<file path="src/rtl/vending_machine_multi.sv">
// Multi-item vending controller: coin credit up to a cap, per-item prices and stock,
// greedy serial change/refund payout (quarters, then dimes, then nickels).
`timescale 1ns/1ps

module vending_machine_multi #(
    parameter int                            NUM_ITEMS   = 4,
    parameter int                            CREDIT_W    = 8,
    parameter int                            MAX_CREDIT  = 100,
    parameter logic [NUM_ITEMS*CREDIT_W-1:0] ITEM_PRICES = {8'd15, 8'd30, 8'd25, 8'd10},
    parameter int                            STOCK_W     = 4,
    parameter int                            INIT_STOCK  = 5
) (
    input  logic                 i_clk,
    input  logic                 i_rst_n,
    input  logic                 i_nickel,
    input  logic                 i_dime,
    input  logic                 i_quarter,
    input  logic                 i_dollar,
    input  logic                 i_refund,
    input  logic [NUM_ITEMS-1:0] i_select,
    input  logic                 i_restock,
    output logic [NUM_ITEMS-1:0] o_item,
    output logic [CREDIT_W-1:0]  o_credit,
    output logic                 o_coin_q,
    output logic                 o_coin_d,
    output logic                 o_coin_n,
    output logic                 o_busy,
    output logic                 o_msg_en,
    output logic [1:0]           o_msg_code,
    output logic [NUM_ITEMS-1:0] o_sold_out
);

    typedef enum logic [1:0] {
        ST_IDLE   = 2'd0,
        ST_VEND   = 2'd1,
        ST_CHANGE = 2'd2
    } state_t;

    localparam logic [CREDIT_W:0]   NICKEL_VAL  = (CREDIT_W+1)'(32'd1);
    localparam logic [CREDIT_W:0]   DIME_VAL    = (CREDIT_W+1)'(32'd2);
    localparam logic [CREDIT_W:0]   QUARTER_VAL = (CREDIT_W+1)'(32'd5);
    localparam logic [CREDIT_W:0]   DOLLAR_VAL  = (CREDIT_W+1)'(32'd20);
    localparam logic [CREDIT_W:0]   CAP_VAL     = (CREDIT_W+1)'(MAX_CREDIT);
    localparam logic [STOCK_W-1:0]  STOCK_INIT  = STOCK_W'(INIT_STOCK);
    localparam logic [STOCK_W-1:0]  STOCK_ONE   = STOCK_W'(32'd1);
    localparam logic [1:0]          MSG_FUNDS   = 2'd1;
    localparam logic [1:0]          MSG_SOLD    = 2'd2;
    localparam logic [1:0]          MSG_REJECT  = 2'd3;

    // Greedy coin choice for a remaining amount, returned as {quarter, dime, nickel}.
    function automatic logic [2:0] coin_sel(input logic [CREDIT_W-1:0] amount);
        logic [2:0] sel;
        if (amount >= CREDIT_W'(32'd5)) begin
            sel = 3'b100;
        end else if (amount >= CREDIT_W'(32'd2)) begin
            sel = 3'b010;
        end else if (amount != '0) begin
            sel = 3'b001;
        end else begin
            sel = 3'b000;
        end
        return sel;
    endfunction

    function automatic logic [CREDIT_W-1:0] coin_value(input logic [2:0] sel);
        logic [CREDIT_W-1:0] val;
        case (sel)
            3'b100:  val = CREDIT_W'(32'd5);
            3'b010:  val = CREDIT_W'(32'd2);
            3'b001:  val = CREDIT_W'(32'd1);
            default: val = '0;
        endcase
        return val;
    endfunction

    state_t               state_r;
    logic [CREDIT_W-1:0]  credit_r;
    logic [STOCK_W-1:0]   stock_r [NUM_ITEMS];
    logic [NUM_ITEMS-1:0] item_r;
    logic                 coin_q_r;
    logic                 coin_d_r;
    logic                 coin_n_r;
    logic                 busy_r;
    logic                 msg_en_r;
    logic [1:0]           msg_code_r;

    logic [CREDIT_W:0]    coin_sum_s;
    logic [CREDIT_W:0]    credit_sum_s;
    logic                 any_coin_s;
    logic                 over_cap_s;
    logic                 sel_none_s;
    logic                 sel_one_hot_s;
    logic [CREDIT_W-1:0]  sel_price_s;
    logic [STOCK_W-1:0]   sel_stock_s;
    logic [CREDIT_W-1:0]  change_rem_s;
    logic [NUM_ITEMS-1:0] sold_out_s;

    // Coin summation and cap test, one bit wider than credit so nothing wraps.
    always_comb begin
        coin_sum_s   = (i_nickel  ? NICKEL_VAL  : '0)
                     + (i_dime    ? DIME_VAL    : '0)
                     + (i_quarter ? QUARTER_VAL : '0)
                     + (i_dollar  ? DOLLAR_VAL  : '0);
        credit_sum_s = {1'b0, credit_r} + coin_sum_s;
        any_coin_s   = i_nickel | i_dime | i_quarter | i_dollar;
        over_cap_s   = (credit_sum_s > CAP_VAL);
        change_rem_s = credit_r - coin_value(coin_sel(credit_r));
    end

    // Price/stock of the selected item, AND-OR muxed from the one-hot select.
    always_comb begin
        sel_none_s    = (i_select == '0);
        sel_one_hot_s = $onehot(i_select);
        sel_price_s   = '0;
        sel_stock_s   = '0;
        sold_out_s    = '0;
        for (int i = 0; i < NUM_ITEMS; i++) begin
            sel_price_s   = sel_price_s | (ITEM_PRICES[i*CREDIT_W +: CREDIT_W] & {CREDIT_W{i_select[i]}});
            sel_stock_s   = sel_stock_s | (stock_r[i] & {STOCK_W{i_select[i]}});
            sold_out_s[i] = (stock_r[i] == '0);
        end
    end

    // Main controller FSM with registered outputs; strobes default low each cycle.
    always_ff @(posedge i_clk or negedge i_rst_n) begin
        if (!i_rst_n) begin
            state_r    <= ST_IDLE;
            credit_r   <= '0;
            item_r     <= '0;
            coin_q_r   <= 1'b0;
            coin_d_r   <= 1'b0;
            coin_n_r   <= 1'b0;
            busy_r     <= 1'b0;
            msg_en_r   <= 1'b0;
            msg_code_r <= 2'd0;
            for (int i = 0; i < NUM_ITEMS; i++) begin
                stock_r[i] <= STOCK_INIT;
            end
        end else begin
            item_r   <= '0;
            coin_q_r <= 1'b0;
            coin_d_r <= 1'b0;
            coin_n_r <= 1'b0;
            msg_en_r <= 1'b0;
            case (state_r)
                ST_IDLE: begin
                    if (i_restock) begin
                        for (int i = 0; i < NUM_ITEMS; i++) begin
                            stock_r[i] <= STOCK_INIT;
                        end
                    end
                    if (i_refund) begin
                        if (any_coin_s) begin
                            msg_en_r   <= 1'b1;
                            msg_code_r <= MSG_REJECT;
                        end
                        if (credit_r != '0) begin
                            state_r                        <= ST_CHANGE;
                            busy_r                         <= 1'b1;
                            {coin_q_r, coin_d_r, coin_n_r} <= coin_sel(credit_r);
                        end
                    end else if (!sel_none_s && sel_one_hot_s && sel_stock_s != '0
                                 && credit_r >= sel_price_s) begin
                        // Valid purchase: charge now so VEND already shows the remainder.
                        state_r  <= ST_VEND;
                        busy_r   <= 1'b1;
                        item_r   <= i_select;
                        credit_r <= credit_r - sel_price_s;
                        for (int i = 0; i < NUM_ITEMS; i++) begin
                            if (i_select[i]) begin
                                stock_r[i] <= (i_restock ? STOCK_INIT : stock_r[i]) - STOCK_ONE;
                            end
                        end
                        if (any_coin_s) begin
                            msg_en_r   <= 1'b1;
                            msg_code_r <= MSG_REJECT;
                        end
                    end else begin
                        // No vend this cycle: coins still count unless they break the cap.
                        if (any_coin_s && !over_cap_s) begin
                            credit_r <= credit_sum_s[CREDIT_W-1:0];
                        end
                        if (!sel_none_s) begin
                            msg_en_r <= 1'b1;
                            if (!sel_one_hot_s) begin
                                msg_code_r <= MSG_REJECT;
                            end else if (sel_stock_s == '0) begin
                                msg_code_r <= MSG_SOLD;
                            end else begin
                                msg_code_r <= MSG_FUNDS;
                            end
                        end else if (any_coin_s && over_cap_s) begin
                            msg_en_r   <= 1'b1;
                            msg_code_r <= MSG_REJECT;
                        end
                    end
                end
                ST_VEND: begin
                    if (any_coin_s) begin
                        msg_en_r   <= 1'b1;
                        msg_code_r <= MSG_REJECT;
                    end
                    if (credit_r != '0) begin
                        state_r                        <= ST_CHANGE;
                        busy_r                         <= 1'b1;
                        {coin_q_r, coin_d_r, coin_n_r} <= coin_sel(credit_r);
                    end else begin
                        state_r <= ST_IDLE;
                        busy_r  <= 1'b0;
                    end
                end
                ST_CHANGE: begin
                    if (any_coin_s) begin
                        msg_en_r   <= 1'b1;
                        msg_code_r <= MSG_REJECT;
                    end
                    credit_r <= change_rem_s;
                    if (change_rem_s != '0) begin
                        state_r                        <= ST_CHANGE;
                        busy_r                         <= 1'b1;
                        {coin_q_r, coin_d_r, coin_n_r} <= coin_sel(change_rem_s);
                    end else begin
                        state_r <= ST_IDLE;
                        busy_r  <= 1'b0;
                    end
                end
                default: begin
                    state_r <= ST_IDLE;
                    busy_r  <= 1'b0;
                end
            endcase
        end
    end

    assign o_item     = item_r;
    assign o_credit   = credit_r;
    assign o_coin_q   = coin_q_r;
    assign o_coin_d   = coin_d_r;
    assign o_coin_n   = coin_n_r;
    assign o_busy     = busy_r;
    assign o_msg_en   = msg_en_r;
    assign o_msg_code = msg_code_r;
    assign o_sold_out = sold_out_s;

endmodule
</file>
<file path="config.mk">
export PLATFORM = sky130hd
export DESIGN_NAME = vending_machine_multi
export DESIGN_NICKNAME = d
export VERILOG_FILES = /design/src/rtl/vending_machine_multi.sv
export SDC_FILE = /design/constraint.sdc
export NUM_CORES = 1
export LEC_CHECK = 0
export BUFFER_PORTS_ARGS = -buffer_cell sky130_fd_sc_hd__buf_2
export CAP_MARGIN = 40
export CORE_MARGIN = 10
export CORE_UTILIZATION = 55
export CTS_BUF_LIST = sky130_fd_sc_hd__clkbuf_4
export CTS_CLUSTER_SIZE = 24
export DETAILED_ROUTE_END_ITERATION = 8
export PLACE_DENSITY = 0.75
export SETUP_SLACK_MARGIN = 0.3
export SLEW_MARGIN = 40
export SYNTH_ARGS = -nofsm -noshare
export SYNTH_HDL_FRONTEND = slang
export SYNTH_SLANG_ARGS = --single-unit
</file>
<file path="constraint.sdc">
create_clock -name i_clk -period 6.3 [get_ports i_clk]
set_input_delay 0.63 -clock i_clk [delete_from_list [all_inputs] [get_ports i_clk]]
set_output_delay 0.63 -clock i_clk [all_outputs]
set_load 0.01 [all_outputs]
</file>
== After elaboration in Yosys (flattened, before gate mapping) ==
Cells that the tools add are included.

* $add $sub $neg: 13
* $mul: 0
* Div/mod/pow operators: 0
* $lt $le $gt $ge: 6
* Equality and inequality tests: 11
* Shifts and indexed selects: 0
* Multiplexer cells: 68
* Bitwise operators: 13
* Reductions and logical operators: 23

{| class="wikitable"
|+ Operator list
! operator !! number
|-
| $mux W16 || 3
|-
| $mux W4 || 11
|-
| $mux W2 || 15
|-
| $logic_not A4 Y1 || 6
|-
| $mux W8 || 3
|-
| $mux W1 || 21
|-
| $and A4 B4 Y4 || 4
|-
| $ge A8 B2 Y1 const B || 2
|-
| $ge A8 B3 Y1 const B || 2
|-
| $pmux W8 S2 || 1
|-
| $reduce_bool A8 Y1 || 2
|-
| $sub A4 B1 Y4 const B || 4
|-
| $mux W3 || 5
|-
| $or A4 B4 Y4 || 3
|-
| $pmux W1 S3 || 4
|-
| $add A8 B6 Y9 || 1
|-
| $gt A9 B7 Y1 const B || 1
|-
| $ne A3 B3 Y1 const B || 3
|-
| $pmux W3 S3 || 1
|-
| $ge A8 B5 Y1 || 1
|-
| $sub A8 B5 Y8 || 1
|-
| $sub A8 B8 Y8 || 1
|-
| $add A4 B5 Y6 || 1
|-
| $eq A3 B1 Y1 const B || 2
|-
| 26 further kinds || 36
|}

* Bits in registers: 37
* Latch bits: 0
* RAM bits: 0
* Memory bits (read-only): 0
* Output and inout port bits: 23
* Memories kept: 0

== Depth between registers and ports, before layout ==
Gate-level depths: netlist of the first run.

* Depth after elaboration: 12
* Mapped depth: 14
* Gate-level depth less buffers: 13

== Worst setup path before layout of the first run ==
OpenSTA, ideal clock, no wires.

* Kind: in2reg
* Start: in i_quarter
* End: reg credit_r[0] (netlist: o_credit[0])
* Data arrival time: 3.347 ns
* Path slack: 2.828 ns
* Stages on the path: 10
* Buffers on the path: 1
* Path through: fa_1 > ha_1 > a21o_1 > a21oi_1 > mux2_2 > a221oi_1 > nor4_2 > or2_1 > buf_6 > mux2_4

* Cells in the longest elaborated chain, start to end: 9
* Elaborated cells on any way between the ends: 15
* Classes of those cells: 3 x add/sub; 1 x order compare; 1 x eq/ne; 5 x mux; 2 x bitwise; 3 x reduce/logical

{| class="wikitable"
|+ RTL lines
! item !! line !! text
|-
| start: declaration || 17 || <nowiki>input logic i_quarter,</nowiki>
|-
| $mux W3 || 102 || <nowiki>+ (i_quarter ? QUARTER_VAL : '0)</nowiki>
|-
| $add A3 B3 Y4 || 102 ||
|-
| $add A4 B5 Y6 || 103 || <nowiki>+ (i_dollar ? DOLLAR_VAL : '0);</nowiki>
|-
| $add A8 B6 Y9 || 104 || <nowiki>credit_sum_s = {1'b0, credit_r} + coin_sum_s;</nowiki>
|-
| $gt A9 B7 Y1 || 106 || <nowiki>over_cap_s = (credit_sum_s > CAP_VAL);</nowiki>
|-
| $logic_not A1 Y1 || 180 || <nowiki>if (any_coin_s && !over_cap_s) begin</nowiki>
|-
| $logic_and A1 B1 Y1 || 180 ||
|-
| $ne A3 B3 Y1 (no line) || n/a ||
|-
| $reduce_and A3 Y1 (no line) || n/a ||
|-
| end signal: assignment || 168 || <nowiki>credit_r <= credit_r - sel_price_s;</nowiki>
|-
| end signal: assignment || 181 || <nowiki>credit_r <= credit_sum_s[CREDIT_W-1:0];</nowiki>
|-
| end signal: assignment || 217 || <nowiki>credit_r <= change_rem_s;</nowiki>
|-
| end: declaration || 77 || <nowiki>logic [CREDIT_W-1:0] credit_r;</nowiki>
|}

Several ways; a longest one is shown, not always the timed one. The select of a mux whose other input is x is not followed.
A chain may end at the register's enable or synchronous reset.

== Worst setup path in the final report of the first run ==
* Start: reg credit_r[5] (netlist: o_credit[5])
* End: reg state_r[1]

* Cells in the longest elaborated chain, start to end: 10
* Elaborated cells on any way between the ends: 20
* Classes of those cells: 1 x add/sub; 3 x order compare; 5 x eq/ne; 7 x mux; 4 x reduce/logical

{| class="wikitable"
|+ RTL lines
! item !! line !! text
|-
| branches (longest 10 deep; another with $ge A8 B2 Y1) || n/a ||
|-
| end signal: assignment || 219 || <nowiki>state_r <= ST_CHANGE;</nowiki>
|-
| end signal: assignment || 223 || <nowiki>state_r <= ST_IDLE;</nowiki>
|-
| end signal: assignment || 228 || <nowiki>state_r <= ST_IDLE;</nowiki>
|-
| end: declaration || 76 || <nowiki>state_t state_r;</nowiki>
|}

Several ways; the timed one is not identified.

==> impl_metrics.py, run 1 <==
metrics = {
    "run_status": {
        "status": "finished clean",
    },
    "detailed_routing": {
        "firstDrtPassIters": 5,
        "wl_met1_um": 4020,
        "via_per_inst": 6.33,
        "drc": 0,
        "ant_nets": 0,
        "routed_wl_um": 8300,
        "wl_met2_um": 3780,
        "drtIter0Drc": 280,
        "top_layer": "met4",
        "wl_per_cell_um": 17.3,
        "wl_met3_um": 450,
        "vias": 3033,
    },
    "logic_synthesis": {
        "ys_seq_area_share_pct": 28.8,
        "synth_edf_count": 0,
        "syn_area_per_cell_sq_um": 8.53,
        "synth_top_cell_area_share_pct": 22.3,
        "synth_area_sq_um": 3250,
        "synth_fp_nets": 424,
        "ys_top_cells_by_area": "dfrtp_1 22%, ha_1 9.6%, dfstp_2 6.5%, o21ai_0 4.8%, nor2_1 3.9%",
        "synth_ff_type": "dfrtp_1",
        "synthTopCellsByCount": "34 x nor2_1, 31 x inv_1, 31 x o21ai_0, 29 x dfrtp_1, 28 x nand2_1",
        "synth_warnings": 0,
        "yosysUniqueCellTypes": 65,
        "yosysTopAreaCell": "dfrtp_1",
        "synthArstFlopShare_pct": 100,
        "synth-seq-cells": 37,
        "netlist_instances": 381,
        "synth.most_common_cell": "nor2_1",
    },
    "worst_setup_path": {
        "cp-start-kind": "flop",
        "path_class": "reg2reg",
        "worstReg2RegStart": "o_credit[5]",
        "crit_start": "o_credit[5]",
        "worstPathArrival_ns": 4.11,
        "cp_data_required_time_ns": 6.54,
        "endpoint_kind": "flop",
        "crit_fanout": 11,
    },
    "timing": {
        "period_share_pct": 61.4,
        "slew_headroom_pct": 56.4,
        "setup_viol": 0,
        "finalSetupTns_ns": 0,
        "maxSlewViolCount": 0,
        "worst_pin_slew_ns": 0.649,
        "rsz0062_at_grt": "no",
        "max_clock_freq_ghz": 0.259,
        "fin_skew_ns": 0.00788,
        "finalCriticalPeriod_ns": 3.87,
        "hold_viol": 0,
    },
    "grt": {
        "grt_pass1_wl_um": 13800,
        "antenna_found_initial": 0,
        "grt_util_all_layers_pct": 16.9,
        "grt_overflow": 0,
        "grt_max_degree": 38,
        "grt_pass1_vias": 2814,
    },
    "clocking": {
        "cts_inserted_buffers": 5,
        "clkTransAtPathRegs_ns": 0.12,
        "insertion_delay_ns": 0.35,
        "ctsResizeCount": 0,
        "postCtsHoldBufs": 0,
        "cts_tree": "yes",
        "root_buffer": "clkbuf_4",
        "post_cts_buffers": 0,
        "htreeDepth": 2,
        "clockBufferDepth": 2,
        "cts_sinks": 37,
    },
    "cells_and_area": {
        "antenna_cells": 0,
        "final_cells": 479,
        "nets": 449,
        "synthToLayoutAreaGrowth_pct": 7.58,
        "fillers": 535,
        "multi_input_area_sq_um": 2110,
        "final_util_pct": 62.4,
        "drive_above_1_share_pct": 16.2,
        "seq_area_sq_um": 936,
    },
    "floorplan": {
        "rows": 27,
        "coreArea_sq_um": 5610,
        "die_area_sq_um": 9380,
        "die_h_um": 96.9,
        "ios": 35,
        "die_x_um": 96.9,
        "start_util_pct": 58.0,
    },
    "job": {
        "cap_violations": 0,
    },
    "placed_design": {
        "dp.cells": 471,
        "place_congestion": 0.960,
        "dp_hpwl_um": 6320,
        "io_buffers": 34,
    },
    "power": {
        "power.leakage_nw": 1.56,
        "power_density_nw_per_um2": 465,
        "ir_worst_vdd_mv": 0.278,
    },
    "worst_hold_path": {
        "hold_class": "in2async",
    },
}
## power breakdown
part | internal, mW | switching [mW]
registers | 0.327 | 0.123
clock network | 0.0469 | 0.0844
logic | 0.435 | 0.610
## metal layers
layer / track usage [%] / vias up
met2: 26.0 / 100
li1: - / 1454
met5: 0 / -
met3: 4.26 / 7
met4: 3.38 / 0
met1: 23.2 / 1472
## cells by family (layout without fill, tap and decap cells)
| group | count (synthesis) | after routing | synth area share, % |
|---|---|---|---|
| AOI/OAI and AO/OA | 117 | 117 | 26.4 |
| xor gates and xnor gates | 9 | 9 | 2.43 |
| adders and majority gates | 31 | 31 | 13.3 |
| buffers and inverters | 49 | 75 | 6.43 |
| DFF | 37 | 37 | 28.8 |
| muxes | 6 | 6 | 2.04 |
| and+or+nand+nor | 132 | 132 | 20.6 |
## layout make-up
type	instances	share of cell area, %
Multi-Input combinational cell	295	60.4
Clock inverter	2	0.286
Clock buffer	6	1.29
Timing Repair Buffer	36	5.37
Sequential cell	37	26.8
Inverter	31	3.33
Tap cell	72	2.58
## registers in the layout, indices dropped and copies added (netlist names), 2 cells and up
signal,count
o_credit,8
o_item,4
stock_r,16
o_msg_code,2
state_r,2
## critical path, cell delays in order (launching register included)
cell and delay [ns]:
dfrtp_1 0.55, nor3_1 0.40, nand2b_1 0.18, a211o_1 0.30, ha_1 0.22, fa_1 0.40
nand2b_1 0.21, a2111o_1 0.43, nor4_1 0.21, a311oi_1 0.13, o41ai_1 0.39, a21oi_1 0.15
a22o_1 0.20
## stage by stage
step | instance area [sq um] | setup WS [ns] | hold slack (ns) | total power [mW]
after floorplan | 3250 | 2.83 | 0.334 | 1.23
after global placement | 3430 | 2.46 | 0.498 | 1.45
after detailed placement | 3440 | 2.36 | 0.506 | 1.48
after CTS | 3500 | 2.51 | 0.241 | 1.61
after global routing | 3500 | 2.23 | 0.242 | 1.76
final | 3500 | 2.43 | 0.213 | 1.63
## cell usage in the layout, fill, tap and decap left out, drive strengths merged, types with 7 or more instances in the layout
cell type and count:
nor3 13, nand3 8, a211oi 7, dfrtp 29, buf 36, nor4 10, o21ai 31, ha 25
nand2b 8, nand2 28, dfstp 8, nor2 34, a21oi 14, inv 31
## worst paths after layout
kind,cells past startpoint,slack (ns),to
max,12,2.43,state_r[1]
min,1,0.21,o_credit[7]
max reg2reg,12,2.43,state_r[1]
min reg2reg,1,0.54,stock_r[3]
max in group asynchronous,1,5.70,stock_r[2]
min in group i_clk,1,0.54,stock_r[3]
(Power assumes the default switching activity.)
==> run 2, diff against run 1 <==
--- a/config.mk
+++ b/config.mk
@@ -5,6 +5,7 @@
 export SDC_FILE = /design/constraint.sdc
 export NUM_CORES = 1
 export LEC_CHECK = 0
+export ABC_AREA = 1
 export BUFFER_PORTS_ARGS = -buffer_cell sky130_fd_sc_hd__buf_2
 export CAP_MARGIN = 40
 export CORE_MARGIN = 10
@@ -12,7 +13,7 @@
 export CTS_BUF_LIST = sky130_fd_sc_hd__clkbuf_4
 export CTS_CLUSTER_SIZE = 24
 export DETAILED_ROUTE_END_ITERATION = 8
-export PLACE_DENSITY = 0.75
+export PLACE_DENSITY = 0.78
 export SETUP_SLACK_MARGIN = 0.3
 export SLEW_MARGIN = 40
 export SYNTH_ARGS = -nofsm -noshare
==> constraint.sdc (replaced) <==
create_clock -name i_clk -period 3.27 [get_ports i_clk]
set_input_delay 0.327 -clock i_clk [delete_from_list [all_inputs] [get_ports i_clk]]
set_output_delay 0.327 -clock i_clk [all_outputs]
set_load 0.01 [all_outputs]
==> impl_metrics.py, run 2 <==
metrics = {
    "worst_setup_path": {
        "worstPathArrival_ns": 3.13,
        "endpoint_kind": "flop",
        "cp_data_required_time_ns": 3.55,
        "path_class": "reg2reg",
        "cp-start-kind": "flop",
        "crit_fanout": 10,
    },
    "detailed_routing": {
        "drtIter0Drc": 309,
        "via_per_inst": 5.53,
        "ant_nets": 0,
        "vias": 3411,
        "routed_wl_um": 8900,
        "firstDrtPassIters": 5,
        "drc": 0,
        "wl_per_cell_um": 14.4,
    },
    "power": {
        "ir_worst_vdd_mv": 0.702,
        "power_density_nw_per_um2": 933,
        "power_mw": 3.60,
        "swShare_pct": 51.2,
        "power_frac_clock_pct": 11.4,
        "power.leakage_nw": 2.14,
        "p_seq_share_pct": 20.0,
        "switchingPower_mw": 1.84,
        "comb_power_share_pct": 68.7,
        "internal-power_mw": 1.76,
    },
    "cells_and_area": {
        "antenna_cells": 0,
        "drive_above_1_share_pct": 18.8,
        "multi_input_area_sq_um": 2070,
        "largest_reg_flops": 16,
        "nets": 584,
        "layout_commonest_cell": "nand2_1",
        "fin_area_sq_um": 3860,
        "seq_area_sq_um": 940,
        "fillers": 502,
        "final_cells": 617,
        "final_util_pct": 65.5,
        "regMostFlops": "stock_r",
        "final_cell_mix": "155 x nand2_1, 78 x inv_1, 36 x nor2_1",
        "synthToLayoutAreaGrowth_pct": 16.9,
    },
    "floorplan": {
        "rows": 28,
        "ios": 35,
        "coreArea_sq_um": 5890,
        "die_x_um": 97.5,
        "die_area_sq_um": 9500,
        "start_util_pct": 56.1,
        "die_h_um": 97.5,
    },
    "logic_synthesis": {
        "netlist_instances": 485,
        "syn_area_per_cell_sq_um": 6.81,
        "ys_top_cells_by_area": "dfrtp_1 22%, nand2_1 18%, ha_1 9.5%, inv_1 9.2%, dfstp_2 6.4%",
        "synth_warnings": 0,
        "synthTopCellsByCount": "156 x nand2_1, 81 x inv_1, 38 x nor2_1, 32 x nand3_1, 29 x dfrtp_1",
        "synth_top_cell_area_share_pct": 22.0,
        "yosysTopAreaCell": "dfrtp_1",
        "synth-xor-area-share_pct": 3.45,
        "synthArstFlopShare_pct": 100,
        "synth_ff_type": "dfrtp_1",
        "synth_top_family_by_area": "simple AND/OR/NAND/NOR gates",
        "synth-seq-cells": 37,
        "ys_seq_area_share_pct": 28.4,
        "synth-adder-area-share_pct": 13.1,
        "synthMuxAreaShare_pct": 0,
        "yosys.area_share.simple_pct": 39.5,
        "synth_edf_count": 0,
        "synth.most_common_cell": "nand2_1",
        "yosysUniqueCellTypes": 34,
        "synth_compound_area_share_pct": 5.31,
        "synth_area_sq_um": 3300,
        "synth_fp_nets": 528,
    },
    "timing": {
        "hold_viol": 0,
        "slew_headroom_pct": 62.4,
        "fin_ws_ns": 0.416,
        "period_share_pct": 87.3,
        "rsz0062_at_grt": "no",
        "max_clock_freq_ghz": 0.350,
        "maxSlewViolCount": 0,
        "whs_ns": 0.328,
        "finalSetupTns_ns": 0,
        "setup_viol": 0,
        "finalCriticalPeriod_ns": 2.85,
        "worst_pin_slew_ns": 0.558,
        "fin_skew_ns": 0.0152,
    },
    "placed_design": {
        "place_area_sq_um": 3600,
        "dp_hpwl_um": 6770,
        "io_buffers": 34,
        "place_congestion": 1.05,
        "dp.cells": 598,
        "pre_cts_ws_ns": 0.0853,
    },
    "grt": {
        "grt_util_all_layers_pct": 18.3,
        "grt_pass1_wl_um": 15000,
        "grt_max_degree": 38,
        "grt_overflow": 0,
        "grt_pass1_vias": 3319,
        "antenna_found_initial": 0,
    },
    "clocking": {
        "root_buffer": "clkbuf_4",
        "cts_tree": "yes",
        "insertion_delay_ns": 0.37,
        "cts_inserted_buffers": 5,
        "cts_sinks": 37,
        "clockBufferDepth": 2,
        "clkTransAtPathRegs_ns": 0.13,
        "htreeDepth": 2,
    },
    "run_status": {
        "status": "finished clean",
    },
    "worst_hold_path": {
        "hold_class": "in2reg",
    },
    "job": {
        "cap_violations": 0,
    },
}
run 2: power groups by stage:
stage	Clock, mW	Combinational, mW	Sequential (mW)
5_1_grt	0.431	2.77	0.733
3_5_place_dp	0	2.20	0.726
2_1_floorplan	0	1.55	0.761
3_3_place_gp	0	2.16	0.724
6_report	0.409	2.47	0.719
4_1_cts	0.412	2.27	0.719
run 2: per-layer routing:
| layer | GRT usage [%] | wire (um) | vias to the layer above |
|---|---|---|---|
| li1 | - | - | 1666 |
| met1 | 21.7 | 3750 | 1578 |
| met2 | 31.1 | 4270 | 147 |
| met3 | 4.13 | 681 | 20 |
| met4 | 7.72 | 205 | 0 |
| met5 | 0 | 0 | - |
run 2: cells by family after synthesis:
group | count (synthesis)
flip-flops | 37
AND/OR/NAND/NOR | 282
adder cells (fa/ha/maj) | 31
buffers and inverters | 88
AO/OA/AOI/OAI | 34
XOR/XNOR | 13
run 2: timing repair:
action	CTS	global route
setup buffers	1	9
gates resized for setup	3	18
endpoints found under the setup margin	11	16
hold buffers	1	0
hold endpoints to repair	29	0
pin swaps	1	7
run 2: final timing paths:
kind                        startpoint           to  slack, ns  depth (start not counted)
max in group asynchronous      i_rst_n  o_credit[0]       2.44                          2
max                        o_credit[0]  o_credit[4]       0.42                         16
min                        i_select[0]  stock_r[13]       0.33                          4
max reg2reg                o_credit[0]  o_credit[4]       0.42                         16
min reg2reg                     o_busy       o_busy       0.50                          2
min in group asynchronous      i_rst_n    o_item[2]       0.44                          2
run 2: cell type report:
cell class	instances	area share (%)
sequential	37	24.4
tap	75	2.43
timing repair buffer	53	8.56
multi-input combinational	360	53.6
clock buffer	5	0.973
inverter	84	8.34
clock inverter	3	1.69
run 2: worst max-delay path: stages, from the launching register on:
cell and delay [ns]:
dfrtp_2 0.46, clkinvlp_4 0.17, buf_4 0.14, ha_1 0.16
inv_1 0.07, fa_1 0.40, nand3_1 0.13, nand2_1 0.08
nand2_1 0.09, nand3_2 0.17, nand3_2 0.21, buf_4 0.21
nand2_1 0.10, nand3_1 0.10, o21ai_1 0.12, nand2_1 0.10
nand2_1 0.05
